--- config.mk ---
export PLATFORM = sky130hd
export DESIGN_NAME = vga_sync_gen
export DESIGN_NICKNAME = d
export VERILOG_FILES = /design/src/rtl/vga_pkg.sv /design/src/rtl/vga_axis_counter.sv /design/src/rtl/vga_sync_gen.sv
export SDC_FILE = /design/constraint.sdc
export NUM_CORES = 1
export LEC_CHECK = 0
export BUFFER_PORTS_ARGS = -buffer_cell sky130_fd_sc_hd__clkbuf_2
export CORE_UTILIZATION = 51
export DETAILED_ROUTE_END_ITERATION = 12
export PLACE_DENSITY = 0.8
export SYNTH_ARGS = -nofsm -noshare
export SYNTH_HDL_FRONTEND = slang
export SYNTH_HIERARCHICAL = 1
export SYNTH_SLANG_ARGS = --single-unit
--- constraint.sdc ---
create_clock -name clock -period 2.5 [get_ports clock]
set_clock_uncertainty 0.2 [all_clocks]
set_input_delay 0.125 -clock clock [delete_from_list [all_inputs] [get_ports clock]]
set_output_delay 0.125 -clock clock [all_outputs]
set_load 0.02 [all_outputs]
--- src/rtl/vga_pkg.sv ---
// Shared VGA raster constants and the beam coordinate type used by the drawing comparators.
package vga_pkg;

  localparam int unsigned H_VISIBLE_DEF = 640;
  localparam int unsigned H_FP_DEF      = 16;
  localparam int unsigned H_SYNC_DEF    = 96;
  localparam int unsigned H_BP_DEF      = 48;
  localparam int unsigned V_VISIBLE_DEF = 480;
  localparam int unsigned V_FP_DEF      = 10;
  localparam int unsigned V_SYNC_DEF    = 2;
  localparam int unsigned V_BP_DEF      = 33;
  localparam int unsigned CLK_DIV_DEF   = 2;

  localparam int unsigned H_TOTAL = H_VISIBLE_DEF + H_FP_DEF + H_SYNC_DEF + H_BP_DEF;
  localparam int unsigned V_TOTAL = V_VISIBLE_DEF + V_FP_DEF + V_SYNC_DEF + V_BP_DEF;

  localparam int unsigned COORD_W = 10;
  localparam int unsigned FCNT_W  = 8;

  typedef logic [COORD_W-1:0] coord_t;

endpackage

--- src/rtl/vga_axis_counter.sv ---
// One raster axis: wrapping position counter with sync, active-area and terminal-count decodes.
module vga_axis_counter
  import vga_pkg::*;
#(
  parameter int unsigned VISIBLE = 640,
  parameter int unsigned FP      = 16,
  parameter int unsigned SYNC    = 96,
  parameter int unsigned BP      = 48
) (
  input  logic               clock,
  input  logic               reset,
  input  logic               inc,
  output logic [COORD_W-1:0] count,
  output logic               sync_n,
  output logic               active,
  output logic               at_end
);

  localparam int unsigned TOTAL      = VISIBLE + FP + SYNC + BP;
  localparam coord_t      LAST       = coord_t'(TOTAL - 1);
  localparam coord_t      VIS_END    = coord_t'(VISIBLE);
  localparam coord_t      SYNC_FIRST = coord_t'(VISIBLE + FP);
  localparam coord_t      SYNC_LAST  = coord_t'(VISIBLE + FP + SYNC - 1);

  coord_t count_q, count_d;

  // Wrap by explicit compare against the terminal value, never by width overflow.
  always_comb begin
    count_d = count_q;
    if (inc) begin
      count_d = (count_q == LAST) ? '0 : count_q + coord_t'(1);
    end
  end

  always_ff @(posedge clock) begin
    if (reset) begin
      count_q <= '0;
    end else begin
      count_q <= count_d;
    end
  end

  assign count  = count_q;
  assign at_end = (count_q == LAST);
  assign active = (count_q < VIS_END);
  assign sync_n = !((count_q >= SYNC_FIRST) && (count_q <= SYNC_LAST));

endmodule

--- src/rtl/vga_sync_gen.sv ---
// 640x480@60 VGA raster timing generator: pixel divider, col/row counters and sync/blank decodes.
// Optional VGA_FRAME_CNT_EN adds an 8-bit frame counter output.
module vga_sync_gen
  import vga_pkg::*;
#(
  parameter int unsigned H_VISIBLE = H_VISIBLE_DEF,
  parameter int unsigned H_FP      = H_FP_DEF,
  parameter int unsigned H_SYNC    = H_SYNC_DEF,
  parameter int unsigned H_BP      = H_BP_DEF,
  parameter int unsigned V_VISIBLE = V_VISIBLE_DEF,
  parameter int unsigned V_FP      = V_FP_DEF,
  parameter int unsigned V_SYNC    = V_SYNC_DEF,
  parameter int unsigned V_BP      = V_BP_DEF,
  parameter int unsigned CLK_DIV   = CLK_DIV_DEF
) (
  input  logic               clock,
  input  logic               reset,
  output logic [COORD_W-1:0] col,
  output logic [COORD_W-1:0] row,
  output logic               HS,
  output logic               VS,
  output logic               blank,
  output logic               vblank,
  output logic               pix_en,
  output logic               frame_end
`ifdef VGA_FRAME_CNT_EN
  ,
  output logic [FCNT_W-1:0]  frame_cnt
`endif
);

  localparam int unsigned DIV_W = (CLK_DIV > 1) ? $clog2(CLK_DIV) : 1;
  localparam logic [DIV_W-1:0] DIV_LAST = DIV_W'(CLK_DIV - 1);

  logic [DIV_W-1:0] div_q, div_d;
  logic             h_active, v_active, h_at_end, v_at_end, v_inc;

  // With CLK_DIV=1 the divider never leaves 0, so pix_en is held high.
  assign pix_en = (div_q == DIV_LAST);

  always_comb begin
    div_d = div_q + DIV_W'(1);
    if (pix_en) begin
      div_d = '0;
    end
  end

  always_ff @(posedge clock) begin
    if (reset) begin
      div_q <= '0;
    end else begin
      div_q <= div_d;
    end
  end

  assign v_inc = pix_en & h_at_end;

  vga_axis_counter #(
    .VISIBLE(H_VISIBLE), .FP(H_FP), .SYNC(H_SYNC), .BP(H_BP)
  ) u_h (
    .clock  (clock),
    .reset  (reset),
    .inc    (pix_en),
    .count  (col),
    .sync_n (HS),
    .active (h_active),
    .at_end (h_at_end)
  );

  vga_axis_counter #(
    .VISIBLE(V_VISIBLE), .FP(V_FP), .SYNC(V_SYNC), .BP(V_BP)
  ) u_v (
    .clock  (clock),
    .reset  (reset),
    .inc    (v_inc),
    .count  (row),
    .sync_n (VS),
    .active (v_active),
    .at_end (v_at_end)
  );

  assign vblank    = !v_active;
  assign blank     = !h_active | !v_active;
  assign frame_end = pix_en & h_at_end & v_at_end;

`ifdef VGA_FRAME_CNT_EN
  logic [FCNT_W-1:0] frame_cnt_q, frame_cnt_d;

  always_comb begin
    frame_cnt_d = frame_cnt_q;
    if (frame_end) begin
      frame_cnt_d = frame_cnt_q + FCNT_W'(1);
    end
  end

  always_ff @(posedge clock) begin
    if (reset) begin
      frame_cnt_q <= '0;
    end else begin
      frame_cnt_q <= frame_cnt_d;
    end
  end

  assign frame_cnt = frame_cnt_q;
`endif

endmodule

==> results of run 1 <==
-- how the worst max path moves through the flow --
stage	from	to	slack, ns	cells past startpoint
6_report	u_h/count[8]	u_v/count[7]	0.18	7
5_1_grt	u_h/count[8]	u_v/count[7]	-0.03	7
4_1_cts	u_h/count[8]	u_v/count[7]	0.13	7
3_5_place_dp	u_h/count[8]	u_v/count[7]	0.16	7
3_3_place_gp	u_h/count[8]	u_v/count[8]	0.23	7
2_1_floorplan	u_h/count[6]	u_v/count[8]	0.07	9
-- layout by cell type (no fill, tap or decap), types with 5 or more instances in the layout --
master | synthesis | final
a21oi_1 | 8 | 8
buf_4 | 1 | 6
clkbuf_2 | 0 | 27
dfxtp_1 | 21 | 20
inv_1 | 6 | 6
nand2_1 | 12 | 12
nand3_1 | 6 | 6
nor2_1 | 12 | 12
o31ai_1 | 7 | 7
or4_1 | 5 | 5
xor2_1 | 6 | 6
-- layer usage --
layer | GRT usage | part of all wire | vias up | routed length (um)
li1 | - | - | 532 | -
met2 | 0.319 | 0.45 | 28 | 1060
met3 | 0.0312 | 0.044 | 7 | 103
met5 | 0 | 0 | - | 0
met4 | 0.103 | 0.027 | 0 | 63
met1 | 0.273 | 0.48 | 498 | 1140
-- cell families (layout without fill, tap and decap cells) --
group	after synthesis	after routing
simple gates	59	59
compound gates	23	23
flops	21	21
buf+inv	12	44
xor+xnor	8	8
fa+ha+maj	4	4
mux	2	2
-- area by class of cell --
| class | count | area, um^2 |
|---|---|---|
| Fill cell | 181 | 658 |
| Multi-Input combinational cell | 96 | 649 |
| Sequential cell | 21 | 422 |
| Timing Repair Buffer | 34 | 190 |
| Tap cell | 27 | 33.8 |
| Clock buffer | 4 | 26.3 |
| Inverter | 6 | 22.5 |
-- per-stage QoR --
stage	instances	setup slack [ns]	power, mW	hold slack (ns)
6_report	188	0.182	0.547	0.339
5_1_grt	188	-0.0271	0.569	0.347
4_1_cts	188	0.127	0.551	0.336
3_5_place_dp	183	0.157	0.387	0.140
3_3_place_gp	183	0.227	0.386	0.135
2_1_floorplan	129	0.0692	0.375	-0.00831
-- state kept, by name, summed over array words and instances (netlist names) --
signal and flops:
pix_en 1, u_h/count 10, u_v/count 10
-- critical path, stage by stage, from the launching register on --
cell	delay (ns)
dfxtp_1	0.44
nor4b_2	0.29
nand3_1	0.11
nor2_1	0.13
and2_2	0.24
nand3_1	0.19
or4_1	0.51
a21oi_1	0.15
-- power groups by stage --
| stage | sequential (mW) | clock [mW] | combinational (mW) |
|---|---|---|---|
| floorplan | 0.358 | 0 | 0.0175 |
| global placement | 0.349 | 0 | 0.0368 |
| detailed placement | 0.350 | 0 | 0.0378 |
| CTS | 0.342 | 0.170 | 0.0391 |
| global route | 0.343 | 0.184 | 0.0424 |
| finish | 0.342 | 0.166 | 0.0386 |
-- repair_timing --
action | 4_1_cts | 5_1_grt
endpoints found under the setup margin | 0 | 3
resized for setup | 0 | 2
endpoints found under the hold margin | 1 | 0
hold buffers | 1 | 0
==> flow_summary.yaml, run 1 <==
pwr:
  p_seq_frac: 0.626
  powerDensity_mw_per_mm2: 407
  switching_share: 0.239
  p_sw_uw: 130
  cellLeakagePower_nw: 0.541
  pwr-share-comb: 0.071
  ir_worst_vdd_v: 0.000273
  p_clk_frac: 0.303
  p_int_uw: 416
yosys:
  ys_types: 34
  synth-simple-area-share: 0.316
  muxShareOfSynthArea: 0.0179
  synth_area_leaders: "dfxtp_1 38%, o31ai_1 4.7%, xor2_1 4.7%"
  synth_top_area_cell: "dfxtp_1"
  synth_fp_nets: 135
  async_flop_share: 0
  synth_top_family_by_area: "simple AND/OR/NAND/NOR gates"
  yosys.area_share.xor_xnor: 0.0627
  synth_compound_area_frac: 0.134
  synth_most_common_cell: "dfxtp_1"
  ys_seq_area_frac: 0.376
  synth_fa_ha_area_frac: 0.0448
  syn-cell-area_mm2: 0.00112
  synth_commonest_cells: "21 x dfxtp_1, 12 x nand2_1, 12 x nor2_1, 8 x a21oi_1, 7 x o31ai_1"
  ys_ff_latch: 21
  synth_top_area_share: 0.376
  ys_warn_count: 6
  avgSynthCellArea_um2: 8.66
  synthesis.instances: 129
  synth-edff-count: 0
  synth_ff_type: "dfxtp_1"
clock_network:
  insertion_delay_ns: 0.31
  cts_inserted_buffers: 3
  cts.path.max_buffers: 2
  clkSinkCount: 21
  cts_tree: "built"
  path_clk_slew_ns: 0.12
  cts-htree-levels: 1
  clockRootBuffer: "clkbuf_4"
  cts_setup_buffers: 0
critical_path:
  setup.worst_path.end_class: "flop"
  reg2regPathDepth: 7
  cp.arrival_ns: 2.37
  worstPathMaxFanout: 7
  r2r_end: "u_v/count[7]"
  worst-setup-path-type: "reg -> reg"
  required_ns: 2.55
  r2r_start: "u_h/count[8]"
  r2r_slack_ns: 0.18
  cp-start-kind: "flop"
flow_run:
  max_cap_violations: 0
global_route:
  gr-total-overflow: 0
  antenna_found_initial: 0
  grt_pass1_wl_um: 3820
  grt_use_total: 0.204
  grt_max_degree: 12
  first_global_vias: 875
floorplan:
  fp.coreArea_mm2: 0.00200
  initial_core_util: 0.558
  rows: 16
  die_w_um: 48.8
  io_pins: 28
  die_h_um: 48.8
  dieArea_mm2: 0.00238
route:
  dr.pass1.iters: 4
  vias: 1065
  initialDrtViolationCount: 27
  wirelength_um: 2370
  drt.antenna.violating_nets: 0
  wl_per_cell_um: 12.6
  drc: 0
  viasPerCell: 5.66
finish:
  syn2layout_area_growth_pct: 20.3
  final_util: 0.671
  drive_gt1_frac: 0.298
  antennaDiodeCount: 0
  design_area_mm2: 0.00134
  nets: 168
timing:
  fin_tns_setup_ns: 0
  worst_pin_slew_ns: 0.284
  max_freq_mhz: 431
  min_period_over_period: 0.927
  min_period_ns: 2.32
  finalSetupViolCount: 0
  finalHoldViolations: 0
  drv_slew: 0
  relSlewSlack: 0.809
run_status:
  outcome: "complete, no violations"
min_path:
  min_path_type: "reg -> reg"
  holdPathStages: 2
  hold_path_end: "u_v/count[8]"
  hp-start: "u_v/count[8]"
place:
  place_area_mm2: 0.00130
  port_buffers: 27
  gp_congestion: 0.830
  dp.final_hpwl_um: 1670
Note: power is estimated with default switching activity, not from simulation.
==> inputs of run 2 (changes only) <==
--- a/config.mk
+++ b/config.mk
@@ -5,10 +5,12 @@
 export SDC_FILE = /design/constraint.sdc
 export NUM_CORES = 1
 export LEC_CHECK = 0
+export ABC_AREA = 1
 export BUFFER_PORTS_ARGS = -buffer_cell sky130_fd_sc_hd__clkbuf_2
-export CORE_UTILIZATION = 51
+export CORE_UTILIZATION = 55
+export CTS_BUF_LIST = sky130_fd_sc_hd__clkbuf_2 sky130_fd_sc_hd__clkbuf_4 sky130_fd_sc_hd__clkbuf_8
 export DETAILED_ROUTE_END_ITERATION = 12
-export PLACE_DENSITY = 0.8
+export PLACE_DENSITY = 0.84
 export SYNTH_ARGS = -nofsm -noshare
 export SYNTH_HDL_FRONTEND = slang
 export SYNTH_HIERARCHICAL = 1
==> run 2 against run 1 <==
Non-clock buffer count down 6. Global-route usage is 3.1 points higher. Final area is 4.0% higher. Fmax is 7.3% higher. Clock-buffer cell count is 1 lower. Highest routed layer unchanged.
==> flow_summary.yaml, run 2 <==
flow_run:
  max_cap_violations: 0
global_route:
  grt_pass1_wl_um: 4380
  grt_use_total: 0.236
  gr-total-overflow: 0
  first_global_vias: 1020
  antenna_found_initial: 0
  grt_max_degree: 13
yosys:
  ys_seq_area_frac: 0.353
  avgSynthCellArea_um2: 6.85
  synth_ff_type: "dfxtp_1"
  synth_compound_area_frac: 0.0189
  ys_ff_latch: 21
  synthesis.instances: 174
  synth_top_area_cell: "dfxtp_1"
  synth-edff-count: 0
  synth_top_area_share: 0.353
  synth_top_family_by_area: "simple AND/OR/NAND/NOR gates"
  synth_area_leaders: "dfxtp_1 35%, nand2_1 12%, nor2_1 10%"
  synth_fa_ha_area_frac: 0.0420
  yosys.area_share.xor_xnor: 0.0662
  synth_fp_nets: 180
  muxShareOfSynthArea: 0.00840
  async_flop_share: 0
  ys_warn_count: 6
  synth-simple-area-share: 0.417
  synth_commonest_cells: "39 x nand2_1, 32 x nor2_1, 30 x inv_1, 21 x dfxtp_1, 9 x nand3_1"
  ys_types: 20
  synth_most_common_cell: "nand2_1"
  syn-cell-area_mm2: 0.00119
pwr:
  powerDensity_mw_per_mm2: 386
  finalPower_uw: 539
  cellLeakagePower_nw: 0.647
  ir_worst_vdd_v: 0.000333
min_path:
  holdPathStages: 4
  hp-start: "u_h/count[6]"
  min_path_type: "reg -> reg"
route:
  dr.pass1.iters: 4
  wl_per_cell_um: 10.9
  wirelength_um: 2530
  drt.antenna.violating_nets: 0
  vias: 1152
  viasPerCell: 4.94
  initialDrtViolationCount: 19
  drc: 0
clock_network:
  cts_setup_buffers: 0
  cts_inserted_buffers: 3
  cts-htree-levels: 1
  cts_hold_buf: 1
  cts_tree: "built"
  insertion_delay_ns: 0.30
  cts_resized: 0
  clkSinkCount: 21
  path_clk_slew_ns: 0.12
  clockRootBuffer: "clkbuf_4"
  cts.path.max_buffers: 2
timing:
  max_freq_mhz: 463
  min_period_over_period: 0.864
  finalHoldViolations: 0
  relSlewSlack: 0.769
  fin_tns_setup_ns: 0
  worst_pin_slew_ns: 0.347
  setup_ws_ns: 0.340
  finalSetupViolCount: 0
  min_period_ns: 2.16
  rsz0062_at_grt: "no"
  drv_slew: 0
floorplan:
  rows: 16
  die_h_um: 48.5
  fp.coreArea_mm2: 0.00200
  io_pins: 28
  initial_core_util: 0.595
  dieArea_mm2: 0.00236
  die_w_um: 48.5
finish:
  final_cell_mix: "39 x nand2_1, 32 x nor2_1, 30 x inv_1"
  final_util: 0.698
  nets: 213
  drive_gt1_frac: 0.223
  final_common_cell: "nand2_1"
  antennaDiodeCount: 0
  stdcell_count: 233
  syn2layout_area_growth_pct: 17.3
critical_path:
  cp.depth: 11
  cp-start-kind: "flop"
  worst-setup-path-type: "reg -> reg"
  crit_chain: "ha_1 -> nand2_1 -> nor2_1 -> and3_1 -> nand2_1 -> inv_1 -> nand2_2 -> nor2_4 -> nand2_2 -> xor2_1 -> nor2_1"
  worst-path-buf-inv: 1
  required_ns: 2.50
  cp.arrival_ns: 2.16
  cp_top_family: "simple AND/OR/NAND/NOR gates"
  worstPathMaxFanout: 6
  critPathLaunch: "u_h/count[0]"
  max_stage_delay_ns: 0.43
  reg2regPathDepth: 11
  setup.worst_path.end_class: "flop"
  cp_slowest_cell: "dfxtp_1"
  r2r_start: "u_h/count[0]"
place:
  port_buffers: 27
  gp_congestion: 0.843
  place_inst: 228
  dp.final_hpwl_um: 1940
  preCtsSetupSlack_ns: 0.385
run_status:
  outcome: "complete, no violations"
run 2: cell type report:
cell class	instances	area, um^2
Timing Repair Buffer	28	145
Sequential cell	21	420
Clock inverter	1	5.00
Tap cell	27	33.8
Clock buffer	3	22.5
Inverter	30	113
Fill cell	180	604
Multi-Input combinational cell	123	658
run 2: path summary, 6_finish.rpt:
path	endpoint	slack, ns
max	u_v/count[5]	0.34
min	u_h/count[6]	0.37
max reg2reg	u_v/count[5]	0.34
min reg2reg	u_h/count[6]	0.37
run 2: logic make-up (layout without fill, tap and decap cells):
group / after synthesis / after routing
XOR/XNOR: 9 / 9
AND/OR/NAND/NOR: 105 / 105
multiplexers: 1 / 1
buffers and inverters: 30 / 62
flip-flops: 21 / 21
AO/OA/AOI/OAI: 4 / 4
adder cells (fa/ha/maj): 4 / 4
run 2: per-stage QoR:
step	instance area [um^2]	hold slack [ns]
2_1_floorplan	1190	-0.00831
3_3_place_gp	1360	0.264
3_5_place_dp	1360	0.272
4_1_cts	1400	0.377
5_1_grt	1400	0.420
6_report	1400	0.374
run 2: per-layer routing:
metal  wire length [um]  part of all wire  vias to the layer above  track usage
met5                  0                 0                        -            0
met4                 15            0.0059                        0       0.0931
met3                 80             0.032                        2       0.0440
met2               1270              0.50                       23        0.408
met1               1160              0.46                      531        0.287
li1                   -                 -                      596            -
run 2: worst reg2reg max path, delay by kind of cell (launching register included):
| kind | cells | cell delay, ns |
|---|---|---|
| and+or+nand+nor | 8 | 0.84 |
| DFF | 1 | 0.43 |
| adders and majority gates | 1 | 0.23 |
| buffers and inverters | 1 | 0.21 |
| xor gates and xnor gates | 1 | 0.15 |
run 2: power by group:
group          internal [mW]  switching [mW]
Clock                 0.0596           0.102
Sequential             0.339         0.00777
Combinational         0.0110          0.0201
Total                  0.410           0.130
==> inputs of run 3 (changes only) <==
--- a/config.mk
+++ b/config.mk
@@ -10,7 +10,7 @@
 export CORE_UTILIZATION = 55
 export CTS_BUF_LIST = sky130_fd_sc_hd__clkbuf_2 sky130_fd_sc_hd__clkbuf_4 sky130_fd_sc_hd__clkbuf_8
 export DETAILED_ROUTE_END_ITERATION = 12
-export PLACE_DENSITY = 0.84
+export PLACE_DENSITY = 0.81
 export SYNTH_ARGS = -nofsm -noshare
 export SYNTH_HDL_FRONTEND = slang
 export SYNTH_HIERARCHICAL = 1
==> run 3 against run 2 <==
Via count decreased by 0.69%. Critical path type unchanged. Largest cell class unchanged. Flip-flop and latch count unchanged. Clock power increased by 9%. Sequential share of layout area decreased by 0.054 points.
==> flow_summary.yaml, run 3 (synthesis results as in run 2) <==
clock_network:
  clkSinkCount: 21
  cts-htree-levels: 1
  clockRootBuffer: "clkbuf_4"
  cts.path.max_buffers: 2
  cts_setup_buffers: 0
  insertion_delay_ns: 0.30
  cts_inserted_buffers: 3
  cts_tree: "built"
  path_clk_slew_ns: 0.12
pwr:
  cellLeakagePower_nw: 0.648
  powerDensity_mw_per_mm2: 395
  ir_worst_vdd_v: 0.000255
critical_path:
  r2r_start: "u_h/count[0]"
  worstPathMaxFanout: 6
  r2r_end: "u_v/count[9]"
  setup.worst_path.end_class: "flop"
  cp-start-kind: "flop"
  cp_slowest_cell: "dfxtp_1"
  reg2regPathDepth: 12
  r2r_slack_ns: 0.38
  required_ns: 2.55
  crit_chain: "ha_1 -> nand2_1 -> nor2_1 -> and3_1 -> nand2_1 -> inv_1 -> nand2_2 -> nor2_4 -> nand3_1 -> nand2_1 -> nand2_1 -> nor2_2"
  cp.arrival_ns: 2.17
  cp_common_cell: "nand2_1"
  worst-setup-path-type: "reg -> reg"
  max_stage_delay_ns: 0.42
timing:
  min_period_over_period: 0.848
  fin_tns_setup_ns: 0
  setup_ws_ns: 0.379
  worst_pin_slew_ns: 0.345
  drv_slew: 0
  rsz0062_at_grt: "no"
  finalHoldViolations: 0
  min_period_ns: 2.12
  max_freq_mhz: 472
  relSlewSlack: 0.770
  finalSetupViolCount: 0
finish:
  drive_gt1_frac: 0.223
  final_util: 0.699
  nets: 213
  syn2layout_area_growth_pct: 17.5
  antennaDiodeCount: 0
  stdcell_count: 233
  final_cell_mix: "39 x nand2_1, 32 x nor2_1, 30 x inv_1"
  final_common_cell: "nand2_1"
route:
  vias: 1144
  wirelength_um: 2430
  wl_per_cell_um: 10.4
  initialDrtViolationCount: 17
  dr.pass1.iters: 4
  drc: 0
  drt.antenna.violating_nets: 0
  viasPerCell: 4.91
global_route:
  gr-total-overflow: 0
  antenna_found_initial: 0
  grt_use_total: 0.233
  grt_max_degree: 12
  grt_pass1_wl_um: 4350
  first_global_vias: 1096
run_status:
  outcome: "complete, no violations"
floorplan:
  die_w_um: 48.5
  die_h_um: 48.5
  initial_core_util: 0.595
  io_pins: 28
  fp.coreArea_mm2: 0.00200
  rows: 16
  dieArea_mm2: 0.00236
place:
  gp_congestion: 0.912
  preCtsSetupSlack_ns: 0.381
  dp.final_hpwl_um: 1870
  port_buffers: 27
  place_inst: 228
min_path:
  hp-start: "u_h/count[9]"
  holdPathStages: 4
  min_path_type: "reg -> reg"
  hold_path_end: "u_h/count[9]"
flow_run:
  max_cap_violations: 0
run 3: changes by cell type in the layout (fill, tap and decap cells not counted), sizes merged:
cell,change
clkbuf,+1
clkinv,-1
run 3: area by class of cell:
type                            count  area [um^2]
Sequential cell                    21          420
Inverter                           30          113
Clock buffer                        4         30.0
Fill cell                         185          602
Multi-Input combinational cell    123          658
Timing Repair Buffer               28          145
Tap cell                           27         33.8
run 3: how the worst max path moves through the flow:
stage	cells past startpoint	start	end	slack [ns]
floorplan	12	u_h/count[0]	u_v/count[9]	0.44
global placement	11	u_h/count[0]	u_v/count[5]	0.52
CTS	10	u_h/count[0]	u_v/count[4]	0.38
detailed placement	11	u_h/count[0]	u_v/count[6]	0.38
finish	12	u_h/count[0]	u_v/count[9]	0.38
global route	11	u_h/count[0]	u_v/count[6]	0.12
run 3: per-stage QoR:
stage,power [mW],hold slack (ns),area (um^2)
final,0.553,0.373,1400
after floorplan,0.372,-0.00831,1190
after detailed placement,0.385,0.279,1360
after CTS,0.558,0.368,1400
after global placement,0.383,0.273,1360
after global routing,0.574,0.430,1400
run 3: critical path: cells and delay by family, from the launching register on:
| family | cells | cell delay, ns |
|---|---|---|
| buffers and inverters | 1 | 0.20 |
| DFF | 1 | 0.42 |
| and+or+nand+nor | 10 | 1.02 |
| adders and majority gates | 1 | 0.23 |
run 3: metal layers:
layer  GRT usage  part of all wire  vias to the layer above
li1            -                 -                      594
met1       0.265              0.46                      516
met2       0.446              0.49                       30
met3      0.0314             0.041                        4
met4      0.0686            0.0058                        0
met5           0                 0                        -
run 3: report_power, final:
group / switching (mW) / internal, mW / leakage [nW] / total (mW)
Clock: 0.102 / 0.0729 / 0.0184 / 0.175
Sequential: 0.00734 / 0.339 / 0.170 / 0.347
Combinational: 0.0204 / 0.0110 / 0.460 / 0.0314
run 3: timing repair:
item                                   4_1_cts  5_1_grt
resized for setup                            0        0
hold buffers                                 1        0
endpoints found under the hold margin        9        0
